===== src/rtl/mux4_share_arbiter_if.sv =====
// Handshake bundle between the requesting pipeline units and the shared-mux arbiter.
// The master side drives requests/done; the slave (arbiter) drives grant, select and status.
interface mux4_share_arbiter_if;
  logic [3:0] req_i;
  logic       done_i;
  logic [3:0] grant_o;
  logic [1:0] sel_o;
  logic       busy_o;
  logic       timeout_o;

  modport master (
    output req_i,
    output done_i,
    input  grant_o,
    input  sel_o,
    input  busy_o,
    input  timeout_o
  );

  modport slave (
    input  req_i,
    input  done_i,
    output grant_o,
    output sel_o,
    output busy_o,
    output timeout_o
  );
endinterface


===== src/rtl/mux4_share_arbiter.sv =====
// Round-robin arbiter owning the select of a shared 4-to-1 mux. A grant is held until done,
// requester withdrawal, or watchdog expiry; at least one idle cycle separates grants.
module mux4_share_arbiter #(
  parameter int unsigned TIMEOUT = 16,
  parameter int unsigned CNT_W   = 5
) (
  input  logic                 clk_i,
  input  logic                 rst_i,
  mux4_share_arbiter_if.slave  bus
);

  typedef enum logic [0:0] {StIdle, StBusy} state_e;

  localparam bit              WdEn    = (TIMEOUT != 0);
  localparam logic [CNT_W-1:0] CntLast = CNT_W'(TIMEOUT - 1);
  localparam logic [CNT_W-1:0] CntMax  = '1;

  state_e           state_q, state_d;
  logic [1:0]       ptr_q, ptr_d;
  logic [CNT_W-1:0] cnt_q, cnt_d;
  logic [3:0]       grant_q, grant_d;
  logic [1:0]       sel_q, sel_d;
  logic             timeout_q, timeout_d;

  // Rotating priority scan starting at ptr_q.
  logic [1:0] pick;
  logic [1:0] cand;
  logic       found;
  always_comb begin
    pick  = ptr_q;
    cand  = '0;
    found = 1'b0;
    for (int i = 0; i < 4; i++) begin
      cand = ptr_q + 2'(i);
      if (!found && bus.req_i[cand]) begin
        pick  = cand;
        found = 1'b1;
      end
    end
  end

  always_comb begin
    state_d   = state_q;
    ptr_d     = ptr_q;
    cnt_d     = cnt_q;
    grant_d   = grant_q;
    sel_d     = sel_q;
    timeout_d = 1'b0;
    unique case (state_q)
      StIdle: begin
        if (found) begin
          state_d = StBusy;
          grant_d = 4'b0001 << pick;
          sel_d   = pick;
          cnt_d   = '0;
        end
      end
      StBusy: begin
        // done wins over withdrawal, which wins over the watchdog; sel_q is kept on release.
        if (bus.done_i || !bus.req_i[sel_q] || (WdEn && cnt_q == CntLast)) begin
          state_d   = StIdle;
          grant_d   = '0;
          ptr_d     = sel_q + 2'd1;
          timeout_d = !bus.done_i && bus.req_i[sel_q];
        end else if (cnt_q != CntMax) begin
          cnt_d = cnt_q + 1'b1;
        end
      end
      default: state_d = StIdle;
    endcase
  end

  always_ff @(posedge clk_i or negedge rst_i) begin
    if (!rst_i) begin
      state_q   <= StIdle;
      ptr_q     <= '0;
      cnt_q     <= '0;
      grant_q   <= '0;
      sel_q     <= '0;
      timeout_q <= 1'b0;
    end else begin
      state_q   <= state_d;
      ptr_q     <= ptr_d;
      cnt_q     <= cnt_d;
      grant_q   <= grant_d;
      sel_q     <= sel_d;
      timeout_q <= timeout_d;
    end
  end

  assign bus.grant_o   = grant_q;
  assign bus.sel_o     = sel_q;
  assign bus.busy_o    = (state_q == StBusy);
  assign bus.timeout_o = timeout_q;

endmodule

===== src/flat_wrapper.sv =====
// flat-port wrapper written by rule: the top's interface ports become plain ports
module mux4_share_arbiter_flat 
#(
  parameter int unsigned TIMEOUT = 16,
  parameter int unsigned CNT_W   = 5
)
  (clk_i, rst_i, bus_req_i, bus_done_i, bus_grant_o, bus_sel_o, bus_busy_o, bus_timeout_o);
  mux4_share_arbiter_if bus_i ();
  input  logic clk_i;
  input  logic rst_i;
  input wire logic [$bits(bus_i.req_i)-1:0] bus_req_i;
  input wire logic [$bits(bus_i.done_i)-1:0] bus_done_i;
  output wire logic [$bits(bus_i.grant_o)-1:0] bus_grant_o;
  output wire logic [$bits(bus_i.sel_o)-1:0] bus_sel_o;
  output wire logic [$bits(bus_i.busy_o)-1:0] bus_busy_o;
  output wire logic [$bits(bus_i.timeout_o)-1:0] bus_timeout_o;
  assign bus_i.req_i = bus_req_i;
  assign bus_i.done_i = bus_done_i;
  assign bus_grant_o = bus_i.grant_o;
  assign bus_sel_o = bus_i.sel_o;
  assign bus_busy_o = bus_i.busy_o;
  assign bus_timeout_o = bus_i.timeout_o;
  mux4_share_arbiter #(.TIMEOUT(TIMEOUT), .CNT_W(CNT_W)) u_core (.clk_i(clk_i), .rst_i(rst_i), .bus(bus_i));
endmodule

===== config.mk =====
export PLATFORM = sky130hd
export DESIGN_NAME = mux4_share_arbiter_flat
export DESIGN_NICKNAME = d
export VERILOG_FILES = /design/src/rtl/mux4_share_arbiter_if.sv /design/src/rtl/mux4_share_arbiter.sv /design/src/flat_wrapper.sv
export SDC_FILE = /design/constraint.sdc
export NUM_CORES = 1
export LEC_CHECK = 0
export CORE_MARGIN = 10
export CORE_UTILIZATION = 30
export CTS_CLUSTER_DIAMETER = 40
export CTS_CLUSTER_SIZE = 20
export DETAILED_ROUTE_END_ITERATION = 7
export GPL_TIMING_DRIVEN = 1
export PLACE_DENSITY = 0.51
export SYNTH_ARGS = -nofsm -noshare
export SYNTH_HDL_FRONTEND = slang
export SYNTH_SLANG_ARGS = --single-unit

===== constraint.sdc =====
create_clock -name clk_i -period 2.9 [get_ports clk_i]
set_input_delay 0.58 -clock clk_i [delete_from_list [all_inputs] [get_ports clk_i]]
set_output_delay 0.58 -clock clk_i [all_outputs]
set_load 0.1 [all_outputs]

== After elaboration in Yosys (flattened, before gate mapping) ==
Cells that the tools add are included.

* Register bits after elaboration: 15
* Bits of input ports: 7
* Output and inout bits: 8
* Word-level logic and storage cells: 68

* Add/subtract/negate cells: 5
* Order comparisons: 5
* Equal/unequal tests: 6
* Shift operators: 1
* Mux-type cells: 29
* Bitwise operators: 1
* Reductions and logical operators: 15

{| class="wikitable"
|+ Operators with widths
! operator !! count
|-
| $lt A2 B3 Y1 const B || 5
|-
| $mux W5 || 3
|-
| $mux W1 || 13
|-
| $bmux W1 S2 || 5
|-
| $pmux W5 S2 || 1
|-
| $mux W4 || 2
|-
| $pmux W4 S2 || 1
|-
| $mux W2 || 3
|-
| $ne A2 B2 Y1 const B || 3
|-
| $reduce_and A2 Y1 || 3
|-
| $add A5 B1 Y5 const B || 1
|-
| $eq A5 B4 Y1 const B || 1
|-
| $logic_not A1 Y1 || 5
|-
| $ne A5 B5 Y1 const B || 1
|-
| $add A2 B1 Y2 const B || 2
|-
| $add A2 B2 Y2 const B || 2
|-
| $logic_and A1 B1 Y1 || 4
|-
| $shl A1 B2 Y4 const A || 1
|-
| $reduce_and A3 Y1 || 1
|-
| $logic_or A1 B1 Y1 || 2
|-
| $ne A2 B1 Y1 const B || 1
|-
| $pmux W1 S2 || 1
|-
| $not A1 Y1 || 1
|}

== Depth between registers and ports, before layout ==
Gate-level depths: netlist (run 1).

* Depth after elaboration: 15
* Mapped depth: 8
* Mapped depth without buffers: 7

== Worst setup path after synthesis (run 1) ==
No wires, ideal clock.

* Path type: register -> register
* From: register u_core.sel_q[0] (netlist: u_core.bus.sel_o[0])
* To: register u_core.grant_q[0] (netlist: u_core.bus.grant_o[0])
* Library setup time: 123 ps
* Arrival time: 2194 ps
* Data required time: 2777 ps
* Slack: 583 ps
* Cell stages (with the launch flop): 5
* Buffers on the path: 0
* Clock period less this slack: 2317 ps
* Cell sequence: dfrtp_1 -> mux4_2 -> a21boi_2 -> nor2_1 -> a32o_1

* Cells in the longest elaborated chain, start to end: 7

{| class="wikitable"
|+ RTL lines
! what !! RTL line !! text
|-
| start, declared || mux4_share_arbiter.sv:22 || <nowiki>logic [1:0] sel_q, sel_d;</nowiki>
|-
| start signal, assigned || mux4_share_arbiter.sv:86 || <nowiki>sel_q <= sel_d;</nowiki>
|-
| $bmux W1 S2 || mux4_share_arbiter.sv:60 || <nowiki>if (bus.done_i || !bus.req_i[sel_q] || (WdEn && cnt_q == CntLast)) begin</nowiki>
|-
| $mux W1 (not written as such) || mux4_share_arbiter.sv:60 ||
|-
| $logic_not A1 Y1 || mux4_share_arbiter.sv:60 ||
|-
| $logic_or A1 B1 Y1 (2 in a row) || mux4_share_arbiter.sv:60 ||
|-
| $ne A2 B2 Y1 (no source line) || n/a ||
|-
| $reduce_and A2 Y1 (no source line) || n/a ||
|-
| end signal, assigned || mux4_share_arbiter.sv:85 || <nowiki>grant_q <= grant_d;</nowiki>
|-
| end, declared || mux4_share_arbiter.sv:21 || <nowiki>logic [3:0] grant_q, grant_d;</nowiki>
|}

No other way between the ends. The select of a mux whose other input is x is not followed.
A chain may end at the register's enable or synchronous reset.

== Worst setup path in the final report (run 1) ==
* From: register u_core.cnt_q[0]
* To: register u_core.cnt_q[3]

* Cells in the longest elaborated chain, start to end: 4
* Elaborated cells on any way between the ends: 10
* Those cells by class: 1 x add/sub; 4 x eq/ne; 3 x mux; 2 x reduce/logical

{| class="wikitable"
|+ RTL lines
! what !! RTL line !! text
|-
| start, declared || mux4_share_arbiter.sv:20 || <nowiki>logic [CNT_W-1:0] cnt_q, cnt_d;</nowiki>
|-
| start signal, assigned || mux4_share_arbiter.sv:84 || <nowiki>cnt_q <= cnt_d;</nowiki>
|-
| $add A5 B1 Y5 / $eq A5 B4 Y1 (equally long branches) || mux4_share_arbiter.sv:66, mux4_share_arbiter.sv:60 ||
|-
| $mux W5 / $logic_or A1 B1 Y1 (equally long branches) || mux4_share_arbiter.sv:65, mux4_share_arbiter.sv:60 ||
|-
| $mux W5 / $ne A2 B2 Y1 (equally long branches) || n/a ||
|-
| $pmux W5 S2 / $reduce_and A3 Y1 (equally long branches) || n/a ||
|}

Several ways; a longest one is shown, not always the timed one. The select of a mux whose other input is x is not followed.

==> results.tsv, run 1 <==
metric	value	unit
synth_ff_type	dfrtp_1	
clkLatencyLatePin	0.29	ns
synth_nets	92	
fin_crit	2.17	ns
fin_cells	128	
row_count	19	
start_util	0.307	
cts_buffer_depth	2	
rsz0062_at_grt	false	
fillers	284	
dp_hpwl	1.42	mm
yosys.area.top_type_share	0.451	
syn_inst	82	
most-common-layout-cells	dfrtp_1 (15), nor2_1 (9), buf_4 (9)	
viasPerCell	5.41	
placedCellCount	124	
cts_setup_buffers	0	
cp-start-kind	flop	
cts_max_level	1	
top_layer	met4	
port_buffers	14	
nets	108	
die_area	0.00528	mm²
cp_max_fo	5	
cts-root-buf	clkbuf_4	
drv_cap	0	
avgRoutedWirePerCell	14.5	µm
antenna_found_initial	0	
cts_hold_buffers	0	
slowest_delay	0.47	ns
holdCritPathClass	flop to flop	
yosysTopAreaCell	dfrtp_1	
firstDrtPassIters	4	
drt_iter0_drc	60	
max_freq	0.460	GHz
slew_headroom	0.557	
synth_edf_count	0	
worst_path_max_delay_cell	or4_1	
n_antenna_cell	0	
grt_pass1_wl	3.49	mm
die_y	72.7	µm
cts.sinks	15	
synthTopCellsByArea	dfrtp_1 (45%), a32o_1 (4.8%), ha_1 (4.5%)	
via_count	692	
cpMostUsedCell	ha_1	
ys_async_sr_fraction	1.00	
drive_gt1_frac	0.186	
required	3.12	ns
drc	0	
ys_warn_count	0	
grt_overflow_total	0	
ys_types	33	
status	finished, final reports clean	
grt_max_degree	16	
grt_usage	0.0819	
core-area	0.00271	mm²
endpoint_kind	flop	
met2_length	910	µm
hold_viol_final	0	
totalWireLength	1.85	mm
critPathTopFamily	simple AND/OR/NAND/NOR gates	
ant_nets	0	
routed-wl-met3	108	µm
avgSynthCellArea	10.1	µm²
worst_slew_pin_slew	0.663	ns
routabilityCongestion	0.847	
ys_ff_latch	15	
drv_slew	0	
post_cts_resized	0	
syn_area	832	µm²
path_cells	ha_1 -> and3_1 -> ha_1 -> nor2_1 -> nand2_4 -> or4_1 -> a21oi_1	
first_global_vias	717	
cts_tree	done	
final.period_utilization	0.749	
final.setup_skew	0.00783	ns
die_w	72.7	µm
timing.setup.tns	0	ns
arrival	2.39	ns
cts_buffers	3	
path_buf_inv	0	
setup_violations	0	
wl_met1	801	µm
crit_type	flop to flop	
clk_pin_slew	0.09	ns
ys_seq_area_frac	0.451	
final_common_cell	dfrtp_1	
ioPinCount	15	
area_growth	21.2	%
==> per-stage QoR <==
| step | util | area (µm²) | hold WS (ns) | worst slack (ns) |
|---|---|---|---|---|
| 2_1_floorplan | - | 832 | 0.284 | 0.583 |
| 3_3_place_gp | 0.362 | 982 | 0.485 | 0.476 |
| 3_5_place_dp | 0.362 | 982 | 0.488 | 0.479 |
| 4_1_cts | 0.372 | 1010 | 0.512 | 0.726 |
| 5_1_grt | 0.372 | 1010 | 0.532 | 0.581 |
| 6_report | 0.372 | 1010 | 0.505 | 0.728 |
==> worst reg2reg max path, delay by kind of cell (launching register included) <==
family	cells	cell delay, ns
AOI/OAI and AO/OA	1	0.16
adders and majority gates	2	0.41
DFF	1	0.43
and+or+nand+nor	4	1.10
==> path summary, 6_finish.rpt <==
kind                                                   start                           endpoint  slack, ns  cells past startpoint
setup / recovery                 u_core.cnt_q[0]$_DFFE_PN0P_        u_core.cnt_q[3]$_DFFE_PN0P_       0.73                      7
hold / removal             u_core.bus.grant_o[0]$_DFFE_PN0P_  u_core.bus.grant_o[0]$_DFFE_PN0P_       0.50                      1
setup reg to reg                 u_core.cnt_q[0]$_DFFE_PN0P_        u_core.cnt_q[3]$_DFFE_PN0P_       0.73                      7
hold reg to reg            u_core.bus.grant_o[0]$_DFFE_PN0P_  u_core.bus.grant_o[0]$_DFFE_PN0P_       0.50                      1
max in group asynchronous                              rst_i    u_core.bus.sel_o[1]$_DFFE_PN0P_       1.78                      1
min in group asynchronous                              rst_i        u_core.cnt_q[4]$_DFFE_PN0P_       0.69                      1
==> kinds of logic (layout without fill, tap and decap cells) <==
kind of cell | Yosys count | count (layout) | synth area share
simple gates | 27 | 27 | 0.173
xor+xnor | 2 | 2 | 0.0211
fa+ha+maj | 3 | 3 | 0.0451
mux | 3 | 3 | 0.0541
buf+inv | 7 | 22 | 0.0331
compound gates | 25 | 25 | 0.223
flops | 15 | 15 | 0.451
==> registers in the layout, summed over array words and instances (netlist names) <==
signal and count:
u_core.cnt_q 5, u_core.bus.grant_o 4, u_core.bus.sel_o 2, u_core.ptr_q 2, u_core.bus.busy_o 1, u_core.bus.timeout_o 1
==> synth_stat cells, drive strengths merged (2+ instances only) <==
master,n
nor2,9
nand4,2
a21oi,6
o31ai,2
nor2b,3
ha,3
clkbuf,4
o21ai,3
nand2,6
dfrtp,15
a32o,4
mux2,2
inv,3
a22o,3
==> layer usage <==
metal	vias to the layer above	GRT usage
li1	336	-
met1	339	0.0923
met2	12	0.132
met3	5	0.0367
met4	0	0.0316
met5	-	0
==> area by class of cell <==
class	count	area, µm²	share of cell area
Multi-Input combinational cell	60	429	0.426
Sequential cell	15	375	0.372
Timing Repair Buffer	15	128	0.127
Tap cell	31	38.8	0.0385
Clock buffer	4	26.3	0.0261
Inverter	3	11.3	0.0112
Power of run 1 is not shown: default switching activity piles up to over one toggle a cycle in this logic, so the estimate is an artifact.
==> inputs of run 2 (changes only) <==
Settings changed: PLACE_DENSITY 0.51 to 0.52.
Clock period 2.9 ns to 1.87 ns, I/O delays scaled along.
==> run 2 against run 1 <==
Die area stayed put. Core utilization rose by 8.9 points. Global-route usage increased by 0.25 points. Clock-buffer cell count unchanged. Register-to-register slack got worse by 0.64 ns. Cell count increased by 12%.
==> results.tsv, run 2 (same netlist as run 1, synthesis figures left out) <==
metric	value	unit
status	finished, final reports clean	
cts-root-buf	clkbuf_4	
die_w	72.7	µm
rr_worst_depth	7	
cts_tree	done	
slew_headroom	0.803	
fin_crit	1.79	ns
core-area	0.00271	mm²
viasPerCell	5.35	
crit_type	flop to flop	
routabilityCongestion	0.793	
arrival	2.00	ns
first_global_vias	748	
port_buffers	14	
final_core_util	0.461	
cts_buffers	3	
die_y	72.7	µm
start_util	0.307	
clkLatencyLatePin	0.28	ns
avgRoutedWirePerCell	15.4	µm
area_growth	50.2	%
grt_pass1_wl	3.53	mm
cp_max_fo	4	
drc	0	
grt_overflow_total	0	
most-common-layout-cells	buf_4 (17), dfrtp_1 (12), nor2_1 (7), buf_12 (7)	
grt_usage	0.0845	
timing.setup.tns	0	ns
antenna_found_initial	0	
max_freq	0.560	GHz
dp_hpwl	1.69	mm
cp-start-kind	flop	
ir_worst_vdd	1.29	mV
totalWireLength	2.20	mm
place_ws	-0.150	ns
cts.sinks	15	
holdCritPathClass	input port to async pin	
endpoint_kind	flop	
r2r_end	u_core.cnt_q[3]$_DFFE_PN0P_	
final.setup_skew	0.00225	ns
grt_max_degree	16	
clk_pin_slew	0.09	ns
fin_ws	0.0842	ns
die_area	0.00528	mm²
cts_max_level	1	
largest_register	u_core.cnt_q	
rsz0062_at_grt	false	
final_common_cell	buf_4	
drt_iter0_drc	59	
drive_gt1_frac	0.357	
setup_violations	0	
cts_buffer_depth	2	
drv_slew	0	
p_per_area	1850	mW/mm²
n_antenna_cell	0	
cts_hold_buffers	0	
largest_register_ffs	5	
row_count	19	
final.period_utilization	0.955	
required	2.08	ns
ant_nets	0	
finalPower	2320	µW
nets	123	
firstDrtPassIters	4	
leakagePower	0.000554	µW
rr_startpoint	u_core.cnt_q[0]$_DFFE_PN0P_	
via_count	765	
hold_viol_final	0	
worst_slew_pin_slew	0.294	ns
r2r_setup_slack	0.08	ns
drv_cap	0	
ioPinCount	15	
## run 2: through the flow
stage / hold slack [ns] / cells / instance area [µm²]
final: 0.400 / 143 / 1250
after global routing: 0.397 / 143 / 1250
after CTS: 0.392 / 142 / 1230
after detailed placement: 0.548 / 137 / 1190
after global placement: 0.535 / 137 / 1190
after floorplan: 0.0784 / 82 / 856
## run 2: cell type report
type | instances | area [µm²]
Multi-Input combinational cell | 60 | 464
Tap cell | 31 | 38.8
Sequential cell | 15 | 382
Clock buffer | 4 | 26.3
Fill cell | 278 | 1460
Inverter | 3 | 11.3
Timing Repair Buffer | 30 | 328
## run 2: where the power goes
group | leakage, µW | switching (µW) | internal [µW]
clock network | 0.0000150 | 104 | 82.7
logic | 0.000349 | 897 | 623
registers | 0.000190 | 160 | 450
total | 0.000554 | 1160 | 1160
## run 2: worst max path at each step
stage                                    startpoint                           endpoint  slack (ns)  cells past startpoint
finish                  u_core.cnt_q[0]$_DFFE_PN0P_        u_core.cnt_q[3]$_DFFE_PN0P_        0.08                      7
global route            u_core.cnt_q[0]$_DFFE_PN0P_        u_core.cnt_q[1]$_DFFE_PN0P_        0.01                      8
CTS                     u_core.cnt_q[0]$_DFFE_PN0P_        u_core.cnt_q[3]$_DFFE_PN0P_        0.02                      7
detailed placement                     bus_req_i[3]        u_core.cnt_q[1]$_DFFE_PN0P_       -0.15                      5
global placement                       bus_req_i[3]        u_core.cnt_q[1]$_DFFE_PN0P_       -0.13                      5
floorplan           u_core.bus.sel_o[0]$_DFFE_PN0P_  u_core.bus.grant_o[0]$_DFFE_PN0P_       -0.01                      4
## run 2: routing by layer
layer	global-route usage	part of all wire	up-vias
met4	0.0253	0.014	0
met3	0.0408	0.054	4
met2	0.150	0.54	15
met1	0.0846	0.39	381
met5	0	0	-
li1	-	-	365
## run 2: timing repair
action / CTS / global route
endpoints found under the setup margin: 1 / 10
resized for setup: 1 / 2
setup buffers: 1 / 1
pin swaps: 1 / 2
endpoints found under the hold margin: 0 / 0
## run 2: worst max-delay path, cell delays in order, from the launching register on
cell and delay (ns):
dfrtp_1 0.40, ha_1 0.22, and3_4 0.17, ha_4 0.16
nor2_4 0.11, nand2_4 0.07, or4_1 0.46, a21oi_1 0.13
(Power assumes the default switching activity.)
==> inputs of run 3 (changes only) <==
Settings changed: CAP_MARGIN set to 20, CELL_PAD_IN_SITES_DETAIL_PLACEMENT set to 2, CELL_PAD_IN_SITES_GLOBAL_PLACEMENT set to 2, CORE_UTILIZATION 30 to 28, PLACE_DENSITY 0.52 to 0.72.
==> run 3 against run 2 <==
Core utilization about the same. Global-route usage up 2.5 points. Clock skew up 0.0037 ns. Routed wire length up 26%. Register-to-register slack worse by 0.02 ns. Flip-flop and latch count unchanged. Clock power about the same. Sequential share of layout area down 1.0 points. Total power up 5.2%. Sequential power up 3%. Fmax down 1.3%. Final area up 3.4%. Critical path type unchanged. Largest cell class unchanged.
==> results.tsv, run 3 (same netlist as run 1, synthesis figures left out) <==
metric	value	unit
core-area	0.00281	mm²
cp_max_fo	4	
finalPower	2440	µW
grt_usage	0.110	
worst_slew_pin_slew	0.326	ns
totalWireLength	2.77	mm
grt_max_degree	16	
most-common-layout-cells	buf_4 (17), dfrtp_1 (12), buf_12 (7)	
drive_gt1_frac	0.430	
path_buf_inv	2	
die_w	74.5	µm
drv_cap	0	
avgRoutedWirePerCell	19.1	µm
port_buffers	14	
place_ws	-0.186	ns
cp-start-kind	flop	
clk_pin_slew	0.10	ns
antenna_found_initial	0	
setup_violations	0	
cts_buffer_depth	2	
final.setup_skew	0.00592	ns
largest_register_ffs	5	
n_antenna_cell	0	
cts_hold_buffers	0	
path_cells	ha_2 -> and3_4 -> ha_4 -> nor2_4 -> buf_6 -> a31oi_1 -> buf_4 -> a22o_1	
arrival	1.98	ns
leakagePower	0.000564	µW
grt_overflow_total	0	
dp_hpwl	2.17	mm
row_count	19	
max_freq	0.553	GHz
firstDrtPassIters	4	
via_count	771	
slowest_delay	0.41	ns
largest_register	u_core.cnt_q	
r2r_end	u_core.cnt_q[0]$_DFFE_PN0P_	
clkLatencyLatePin	0.29	ns
cts_max_level	1	
drc	0	
holdCritPathClass	input port to async pin	
endpoint_kind	flop	
drt_iter0_drc	30	
first_global_vias	913	
rsz0062_at_grt	true	
viasPerCell	5.32	
die_area	0.00555	mm²
rr_worst_depth	8	
crit_type	flop to flop	
area_growth	55.3	%
cts.sinks	15	
nets	125	
worst_path_max_delay_cell	dfrtp_1	
rr_startpoint	u_core.cnt_q[0]$_DFFE_PN0P_	
start_util	0.297	
fin_ws	0.0611	ns
p_per_area	1890	mW/mm²
r2r_setup_slack	0.06	ns
ant_nets	0	
cts-root-buf	clkbuf_4	
final.period_utilization	0.967	
status	finished, final reports clean	
ioPinCount	15	
die_y	74.5	µm
cts_tree	done	
critPathTopFamily	flip-flops	
drv_slew	0	
cts_buffers	3	
ir_worst_vdd	1.10	mV
required	2.05	ns
final_common_cell	buf_4	
fillers	296	
hold_viol_final	0	
slew_headroom	0.781	
fin_crit	1.81	ns
grt_pass1_wl	4.64	mm
routabilityCongestion	0.732	
==> run 3: cell types whose count changed in the layout (fill, tap and decap cells not counted), sizes merged <==
| cell | previous run | this run |
|---|---|---|
| buf | 24 | 26 |
| clkbuf | 4 | 3 |
| clkinv | 0 | 1 |
==> run 3: how the worst max path moves through the flow <==
stage | endpoint | start | cells after the start
2_1_floorplan | u_core.bus.grant_o[0]$_DFFE_PN0P_ | u_core.bus.sel_o[0]$_DFFE_PN0P_ | 4
5_1_grt | u_core.cnt_q[2]$_DFFE_PN0P_ | u_core.cnt_q[0]$_DFFE_PN0P_ | 9
6_report | u_core.cnt_q[0]$_DFFE_PN0P_ | u_core.cnt_q[0]$_DFFE_PN0P_ | 8
3_5_place_dp | u_core.ptr_q[1]$_DFFE_PN0P_ | bus_req_i[0] | 6
4_1_cts | u_core.cnt_q[3]$_DFFE_PN0P_ | u_core.cnt_q[0]$_DFFE_PN0P_ | 7
3_3_place_gp | u_core.bus.grant_o[3]$_DFFE_PN0P_ | bus_req_i[3] | 5
==> run 3: metrics by stage <==
step	cell area (µm²)	std cells	util	hold slack (ns)	TNS [ns]
detailed placement	1210	139	0.430	0.547	-1.84
finish	1290	145	0.461	0.402	0
global placement	1210	139	0.430	0.530	-1.14
floorplan	856	82	-	0.0784	-0.0587
global route	1290	145	0.461	0.396	-0.0440
CTS	1260	143	0.450	0.403	0
==> run 3: layout make-up <==
class                      count  area (µm²)  share of cell area
clock buffer                   3        22.5              0.0174
clock inverter                 1        5.00             0.00387
inverter                       3        11.3             0.00871
multi-input combinational     60         483               0.374
sequential                    15         382               0.295
tap                           31        38.8              0.0300
timing repair buffer          32         350               0.271
==> run 3: metal layers <==
layer,GRT usage,up-vias,routed length [µm]
met5,0,-,0
met4,0.0336,0,41
met3,0.0439,4,151
met2,0.182,13,1310
met1,0.127,385,1270
li1,-,369,-
==> run 3: timing repair <==
item                                    in CTS  in global routing
pin swaps                                    2                  5
resized for setup                            6                  5
endpoints found under the setup margin      11                 11
endpoints found under the hold margin        0                  0
buffers inserted                             0                  2
==> run 3: power by group <==
part           internal (µW)  switching [µW]
registers                449             178
clock network           79.5             109
logic                    660             962
==> run 3: worst reg2reg max path: stages, from the launching register on <==
cell	delay [ns]
dfrtp_1	0.41
ha_2	0.20
and3_4	0.16
ha_4	0.17
nor2_4	0.15
buf_6	0.13
a31oi_1	0.09
buf_4	0.17
a22o_1	0.21
